`src/rtl/adder12_pkg.sv`:
```
// Shared types and constants for the adder12 frame controller.
// Holds the sample/sum widths, lane count and FSM state encoding.
package adder12_pkg;

    localparam int SAMPLE_W = 12;
    localparam int SUM_W    = 15;
    localparam int NLANE    = 8;
    localparam int IDX_W    = $clog2(NLANE);

    typedef logic [SAMPLE_W-1:0] sample_t;
    typedef logic [SUM_W-1:0]    sum_t;

    localparam logic [1:0] ST_LOAD = 2'd0;
    localparam logic [1:0] ST_WAIT = 2'd1;
    localparam logic [1:0] ST_OUT  = 2'd2;

    typedef enum logic [1:0] {
        S_LOAD = ST_LOAD,
        S_WAIT = ST_WAIT,
        S_OUT  = ST_OUT
    } state_t;

endpackage

```
`src/rtl/adder12_frame_ctrl_lane_loader.sv`:
```
// lane_loader: write index counter plus the 8 x 12-bit lane register file.
// Ports: clk, rst (sync, high), i_clr (index clear, lanes kept),
//        i_we/i_data (write sample into lane idx), o_last (idx==7), o_lanes.
module lane_loader
    import adder12_pkg::*;
(
    input  logic                  clk,
    input  logic                  rst,
    input  logic                  i_clr,
    input  logic                  i_we,
    input  sample_t               i_data,
    output logic                  o_last,
    output sample_t [NLANE-1:0]   o_lanes
);

    logic [IDX_W-1:0]    r_idx;
    sample_t [NLANE-1:0] r_lanes;

    always_ff @(posedge clk) begin
        if (rst) begin
            r_idx   <= '0;
            r_lanes <= '0;
        end else if (i_clr) begin
            r_idx <= '0;
        end else if (i_we) begin
            r_lanes[r_idx] <= i_data;
            // Natural 3-bit wrap: 7->0 only happens on the 8th write
            r_idx          <= r_idx + 1'b1;
        end
    end

    assign o_last  = (r_idx == IDX_W'(NLANE - 1));
    assign o_lanes = r_lanes;

endmodule

```
`src/rtl/adder12_frame_ctrl.sv`:
```
// adder12_frame_ctrl: collects 8 samples into lanes, waits for the external
// adder latency, captures the sum and offers it on a valid/ready output.
// Ports: clk, rst (sync, high), clr (frame abort), s_valid/s_ready/s_data,
//        n0..n7 (lanes to adder), add_sum, res_valid/res_ready/res_sum, busy.
// Option: define MEAN_OUT_EN to add res_mean = res_sum >>> 3.
module adder12_frame_ctrl
    import adder12_pkg::*;
#(
    parameter int ADD_LAT = 2
) (
    input  logic    clk,
    input  logic    rst,
    input  logic    clr,
    input  logic    s_valid,
    output logic    s_ready,
    input  sample_t s_data,
    output sample_t n0,
    output sample_t n1,
    output sample_t n2,
    output sample_t n3,
    output sample_t n4,
    output sample_t n5,
    output sample_t n6,
    output sample_t n7,
    input  sum_t    add_sum,
    output logic    res_valid,
    input  logic    res_ready,
    output sum_t    res_sum,
`ifdef MEAN_OUT_EN
    output sample_t res_mean,
`endif
    output logic    busy
);

    if (ADD_LAT < 1 || ADD_LAT > 15) begin : g_bad_lat
        $error("ADD_LAT out of range 1..15");
    end
    if (NLANE != 8) begin : g_bad_nlane
        $error("NLANE must be 8");
    end

    state_t              r_state;
    state_t              w_next;
    logic [3:0]          r_lat_cnt;
    logic                r_res_valid;
    sum_t                r_res_sum;
    logic                w_we;
    logic                w_last;
    logic                w_lat_done;
    sample_t [NLANE-1:0] w_lanes;

    lane_loader u_lanes (
        .clk     (clk),
        .rst     (rst),
        .i_clr   (clr),
        .i_we    (w_we),
        .i_data  (s_data),
        .o_last  (w_last),
        .o_lanes (w_lanes)
    );

    // Lanes changed on the WAIT entry edge; the adder output is valid
    // ADD_LAT clocks later, so capture on the following edge.
    assign w_lat_done = (r_lat_cnt == 4'(ADD_LAT));

    always_ff @(posedge clk) begin
        if (rst) begin
            r_state <= S_LOAD;
        end else begin
            r_state <= w_next;
        end
    end

    always_comb begin
        w_next = r_state;
        w_we   = 1'b0;
        unique case (r_state)
            S_LOAD: begin
                w_we = s_valid && !clr;
                if (s_valid && w_last) begin
                    w_next = S_WAIT;
                end
            end
            S_WAIT: begin
                if (w_lat_done) begin
                    w_next = S_OUT;
                end
            end
            S_OUT: begin
                if (res_ready) begin
                    w_next = S_LOAD;
                end
            end
            default: w_next = S_LOAD;
        endcase
        if (clr) begin
            w_next = S_LOAD;
        end
    end

    always_ff @(posedge clk) begin
        if (rst || clr || r_state != S_WAIT) begin
            r_lat_cnt <= '0;
        end else begin
            r_lat_cnt <= r_lat_cnt + 1'b1;
        end
    end

`ifdef MEAN_OUT_EN
    sample_t r_res_mean;
    sum_t    w_mean_full;

    assign w_mean_full = sum_t'($signed(add_sum) >>> 3);

    always_ff @(posedge clk) begin
        if (rst) begin
            r_res_mean <= '0;
        end else if (!clr && r_state == S_WAIT && w_lat_done) begin
            r_res_mean <= w_mean_full[SAMPLE_W-1:0];
        end
    end

    assign res_mean = r_res_mean;
`endif

    always_ff @(posedge clk) begin
        if (rst) begin
            r_res_valid <= 1'b0;
            r_res_sum   <= '0;
        end else if (clr) begin
            r_res_valid <= 1'b0;
        end else if (r_state == S_WAIT && w_lat_done) begin
            r_res_valid <= 1'b1;
            r_res_sum   <= add_sum;
        end else if (r_state == S_OUT && res_ready) begin
            r_res_valid <= 1'b0;
        end
    end

    assign s_ready   = (r_state == S_LOAD);
    assign busy      = (r_state != S_LOAD);
    assign res_valid = r_res_valid;
    assign res_sum   = r_res_sum;

    assign n0 = w_lanes[0];
    assign n1 = w_lanes[1];
    assign n2 = w_lanes[2];
    assign n3 = w_lanes[3];
    assign n4 = w_lanes[4];
    assign n5 = w_lanes[5];
    assign n6 = w_lanes[6];
    assign n7 = w_lanes[7];

endmodule

```
`config.mk`:
```
export PLATFORM = sky130hd
export DESIGN_NAME = adder12_frame_ctrl
export DESIGN_NICKNAME = d
export VERILOG_FILES = /design/src/rtl/adder12_pkg.sv /design/src/rtl/adder12_frame_ctrl_lane_loader.sv /design/src/rtl/adder12_frame_ctrl.sv
export SDC_FILE = /design/constraint.sdc
export NUM_CORES = 1
export LEC_CHECK = 0
export CORE_MARGIN = 5
export CORE_UTILIZATION = 30
export DETAILED_ROUTE_END_ITERATION = 16
export PLACE_DENSITY_LB_ADDON = 0.1
export SYNTH_ARGS = -nofsm -noshare
export SYNTH_HDL_FRONTEND = slang
export SYNTH_SLANG_ARGS = --single-unit
```
`constraint.sdc`:
```
create_clock -name clk -period 3.49 [get_ports clk]
set_input_delay 0.349 -clock clk [delete_from_list [all_inputs] [get_ports clk]]
set_output_delay 0.349 -clock clk [all_outputs]
set_load 0.05 [all_outputs]
```
==> results of run 1 <==
## sequential cells by signal, summed over array words and instances, names as in the netlist
| name | flops |
|---|---|
| r_state | 2 |
| r_lat_cnt | 4 |
| u_lanes.o_lanes | 96 |
| res_sum | 15 |
| res_valid | 1 |
| u_lanes.r_idx | 3 |
## final cells by class
cell class                      instances  share of cell area, %
Sequential cell                       121                   33.7
Multi-Input combinational cell        295                   32.9
Timing Repair Buffer                  152                   20.9
Clock buffer                           18                   6.11
Tap cell                              220                   3.83
Clock inverter                         13                   2.40
Inverter                                2                  0.104
## critical path: stages (launching register included)
cell             delay [ps]
dfxtp_1                 390
or2_2                   340
inv_1                    50
clkdlybuf4s50_1         790
## logic make-up (layout without fill, tap and decap cells)
| group | Yosys count | in the layout |
|---|---|---|
| AO/OA/AOI/OAI | 3 | 3 |
| adder cells (fa/ha/maj) | 4 | 4 |
| multiplexers | 113 | 113 |
| flip-flops | 121 | 121 |
| AND/OR/NAND/NOR | 172 | 172 |
| buffers and inverters | 42 | 185 |
| XOR/XNOR | 3 | 3 |
## power breakdown
part	internal [W]	switching, W	total (W)
sequential	0.00139	0.00000679	0.00140
combinational	0.0000864	0.000105	0.000191
clock	0.00114	0.000653	0.00180
total	0.00262	0.000765	0.00339
## layer usage
metal  vias to the layer above  routed length, um  GRT usage, %
li1                       1768                  -             -
met1                      1695               6650          19.1
met3                        16                883          5.97
met2                       104               6350          23.4
met5                         -                  0             0
met4                         0                176          4.33
## Yosys cell counts, types with 4 or more instances
| library cell | count |
|---|---|
| buf_4 | 6 |
| buf_1 | 10 |
| dfxtp_1 | 121 |
| mux2i_1 | 113 |
| nand2b_1 | 138 |
| ha_1 | 4 |
| nor2_1 | 8 |
| nand2_1 | 5 |
| clkbuf_1 | 21 |
## metrics by stage
step / hold WS [ps] / worst slack (ps)
5_1_grt: 495 / 1050
6_report: 465 / 1150
3_3_place_gp: 438 / 1160
4_1_cts: 469 / 1110
2_1_floorplan: 430 / 1720
3_5_place_dp: 455 / 1070
## path summary, 6_finish.rpt
check	startpoint	to	slack, ps	cells past startpoint
hold / removal	r_lat_cnt[0]$_SDFF_PP0_	r_lat_cnt[0]$_SDFF_PP0_	460	1
hold reg to reg	r_lat_cnt[0]$_SDFF_PP0_	r_lat_cnt[0]$_SDFF_PP0_	460	1
setup reg to reg	r_state[1]$_SDFFE_PP0P_	u_lanes.o_lanes[87]$_SDFFE_PP0P_	1560	4
setup / recovery	r_state[1]$_SDFFE_PP0P_	s_ready	1150	3
==> flow_metrics.tcl, run 1 <==
set metrics [dict create \
    fin_crit_ps 2340 \
    yosysUniqueCellTypes 32 \
    grt_pass1_vias 3846 \
    seq_area_mm2 0.00242 \
    clk_latency_ps 410 \
    mostFrequentLayoutCells "clkdlybuf4s50_1, nand2b_1, dfxtp_1" \
    fin_util_pct 43.8 \
    drc 0 \
    fmax_mhz 428 \
    status "finished, final reports clean" \
    diodes 0 \
    ant_nets 0 \
    synthXorXnorAreaFrac_pct 0.528 \
    syn_avg_cell_area_um2 10.9 \
    grt_usage_pct 14.9 \
    power_w 0.00339 \
    synthesis.area_mm2 0.00498 \
    hold_viol 0 \
    grt_max_degree 77 \
    place_area_mm2 0.00657 \
    critPathKind "flip-flop to primary output" \
    fin_nets 625 \
    holdCritPathClass "flip-flop to flip-flop" \
    critPathLaunchType "flip-flop" \
    drt_first_pass_iters 4 \
    cts_root_buf "clkbuf_16" \
    stdcell_count 821 \
    yosysWarnings 0 \
    synthAdderAreaFrac_pct 1.01 \
    cts-resized-gates 0 \
    finalCritPeriodShare_pct 67.0 \
    setup_tns_ps 0 \
    worst-path-max-fanout 7 \
    drt_wl_total_um 14100 \
    yosys.area_share.simple_pct 22.9 \
    coreArea_mm2 0.0164 \
    yosys-top-cells-area "dfxtp_1, mux2i_1, nand2b_1, clkbuf_1, ha_1" \
    drt_iter0_drc 81 \
    ir_worst_vdd_uv 322 \
    yosys.area.top_type "dfxtp_1" \
    fin_area_mm2 0.00718 \
    cts_buffer_depth 2 \
    boundaryPins 146 \
    num_vias 3583 \
    synth_top_family_by_area "simple AND/OR/NAND/NOR gates" \
    power.leakage_nw 3.07 \
    rows 47 \
    nFillCells 1560 \
    multi_input_area_mm2 0.00237 \
    grt_overflow 0 \
    maxSlewHeadroom_pct 56.6 \
    synth.net_count 494 \
    synth_top_area_share_pct 48.7 \
    cts_setup_buffers 0 \
    cts_num_sinks 121 \
    synth_seq_cells 121 \
    antenna_found_initial 0 \
    dieWidth_um 139 \
    seq_area_frac_synth_pct 48.7 \
    finalMaxSlewViolations 0 \
    cts_tree "built" \
    place_inst 790 \
    h-tree-depth 4 \
    fin_skew_ps 6.65 \
    grt_pass1_wl_um 22200 \
    via_per_inst 4.36 \
    areaGrowthSynthToFinish_pct 44.3 \
    die_y_um 139 \
    wl_per_cell_um 17.1 \
    power_density_mw_per_mm2 471 \
    postSynth.asyncResetShare_pct 0 \
    cp-end-kind "primary output" \
    postSynthCellCount 458 \
    setup_violations 0 \
    clk_pin_slew_ps 60 \
    dieArea_mm2 0.0193 \
    max_cap_viol_count 0 \
    io_buffers 145 \
    hpwl_um 9630 \
    crit_arrival_ps 1990 \
    start_util_pct 30.3 \
    worst_slew_pin_slew_ps 651 \
    synth_edf_count 0 \
    layout_commonest_cell "clkdlybuf4s50_1" \
    drive_gt1_share_pct 8.49 \
    place_congestion 0.731 \
    rsz0062_at_grt "no" \
    cts_hold_buf 0 \
    synth_compound_area_share_pct 0.352 \
    synth-main-ff-cell "dfxtp_1" \
    crit_required_ps 3140 \
    cts_buffers 17 \
    synthMuxAreaShare_pct 22.7 \
]
Note: power is estimated with default switching activity, not from simulation.
==> run 2: changes to the inputs <==
Clock period 3.49 ns to 1.9 ns, I/O delays scaled along.
==> run 2 against run 1 <==
Critical path depth fell by 2. Clock power increased by 85%. Setup slack got worse by 1100 ps. Sequential share of layout area down 0.75 points. Sequential power increased by 84%. Combinational power grew 92%. Core utilization is 1.0 points higher. Sequential cell count stayed put. Non-clock buffer count increased by 10. Critical path type unchanged.
==> flow_metrics.tcl, run 2 (synthesis results as in run 1) <==
set metrics [dict create \
    die_y_um 139 \
    critPathLaunchType "flip-flop" \
    grt_pass1_vias 3950 \
    power_density_mw_per_mm2 853 \
    finalMaxSlewViolations 0 \
    drt_iter0_drc 80 \
    fin_nets 635 \
    fin_area_mm2 0.00735 \
    crit_arrival_ps 1620 \
    fin_util_pct 44.8 \
    worst_slew_pin_slew_ps 624 \
    cp_slowest_cell "clkdlybuf4s50_1" \
    clk_pin_slew_ps 50 \
    hold_end "u_lanes.o_lanes[81]$_SDFFE_PP0P_" \
    cts_num_sinks 121 \
    grt_pass1_wl_um 22500 \
    cts_setup_buffers 0 \
    cts_buffers 17 \
    worst-path-max-fanout 2 \
    ant_nets 0 \
    coreArea_mm2 0.0164 \
    setup_violations 0 \
    fin_skew_ps 5.56 \
    boundaryPins 146 \
    hold_viol 0 \
    power.leakage_nw 3.18 \
    place_congestion 0.759 \
    dieArea_mm2 0.0193 \
    rows 47 \
    diodes 0 \
    cp-startpoint "u_lanes.o_lanes[76]$_SDFFE_PP0P_" \
    drt_wl_total_um 14200 \
    cp-end-kind "primary output" \
    r2r_end "res_sum[4]$_SDFFE_PP0P_" \
    reg2reg_slack_ps 210 \
    crit_chain "clkdlybuf4s50_1" \
    fmax_mhz 553 \
    mostFrequentLayoutCells "clkdlybuf4s50_1, nand2b_1, dfxtp_1" \
    cpLargestDelayFamily "buffers and inverters" \
    cts_hold_buf 0 \
    start_util_pct 30.3 \
    cts_buffer_depth 2 \
    slowest_delay_ps 880 \
    setup_tns_ps 0 \
    status "finished, final reports clean" \
    hold_depth 3 \
    critPathKind "flip-flop to primary output" \
    min_from "rst" \
    largest_register_ffs 96 \
    r2r-start "r_lat_cnt[0]$_SDFF_PP0_" \
    grt_overflow 0 \
    finalCritPeriodShare_pct 95.1 \
    clk_latency_ps 400 \
    dieWidth_um 139 \
    fin_crit_ps 1810 \
    r2r_cells 6 \
    drc 0 \
    place_area_mm2 0.00674 \
    critPathBufInv 1 \
    drt_first_pass_iters 4 \
    num_vias 3609 \
    rsz0062_at_grt "no" \
    cts_tree "built" \
    crit_required_ps 1710 \
    cts-resized-gates 0 \
    grt_usage_pct 15.0 \
    h-tree-depth 4 \
    via_per_inst 4.35 \
    holdCritPathClass "input pin to flip-flop" \
    cts_root_buf "clkbuf_16" \
    ir_worst_vdd_uv 605 \
    wl_per_cell_um 17.2 \
    maxSlewHeadroom_pct 58.4 \
    grt_max_degree 47 \
    areaGrowthSynthToFinish_pct 47.6 \
    layout_commonest_cell "clkdlybuf4s50_1" \
    antenna_found_initial 0 \
    hpwl_um 9770 \
    drive_gt1_share_pct 10.0 \
    max_cap_viol_count 0 \
    io_buffers 145 \
]
-- run 2: changes by cell type in the layout (fill, tap and decap cells not counted), sizes merged --
| cell | delta |
|---|---|
| buf | +13 |
| bufinv | +1 |
| clkbuf | +3 |
| clkdlybuf4s50 | -3 |
| clkinv | -1 |
| clkinvlp | -3 |
| inv | -1 |
-- run 2: metal layers --
layer / global-route usage [%] / vias to the layer above / part of all wire, %
met5: 0 / - / 0
met4: 3.40 / 0 / 0.86
met3: 6.76 / 12 / 7.3
met2: 24.9 / 106 / 47
met1: 17.9 / 1704 / 45
li1: - / 1787 / -
-- run 2: worst max path at each step --
stage                                       end  depth (start not counted)  slack [ps]
6_report                                  n6[4]                          1          90
5_1_grt                                  n5[11]                          1           9
4_1_cts                                   n1[0]                          1          60
3_5_place_dp   u_lanes.o_lanes[37]$_SDFFE_PP0P_                          5         100
3_3_place_gp   u_lanes.o_lanes[68]$_SDFFE_PP0P_                          6          90
2_1_floorplan          res_sum[10]$_SDFFE_PP0P_                          6         130
-- run 2: area by class of cell --
cell class	instances	area, um2
Fill cell	1529	9060
Multi-Input combinational cell	295	2370
Sequential cell	121	2420
Tap cell	220	275
Clock buffer	21	460
Timing Repair Buffer	162	1670
Inverter	2	7.51
Clock inverter	9	148
-- run 2: per-stage QoR --
step	worst slack (ps)	total power, W	hold slack, ps	cells
2_1_floorplan	130	0.00283	345	458
3_3_place_gp	89.7	0.00299	444	800
3_5_place_dp	98.9	0.00299	461	800
4_1_cts	56.3	0.00636	220	830
5_1_grt	8.75	0.00649	273	830
6_report	92.6	0.00627	243	830
-- run 2: where the power goes --
| part | total [W] | internal, W | switching [W] |
|---|---|---|---|
| clock network | 0.00333 | 0.00224 | 0.00109 |
| logic | 0.000366 | 0.000170 | 0.000196 |
| registers | 0.00257 | 0.00256 | 0.0000129 |
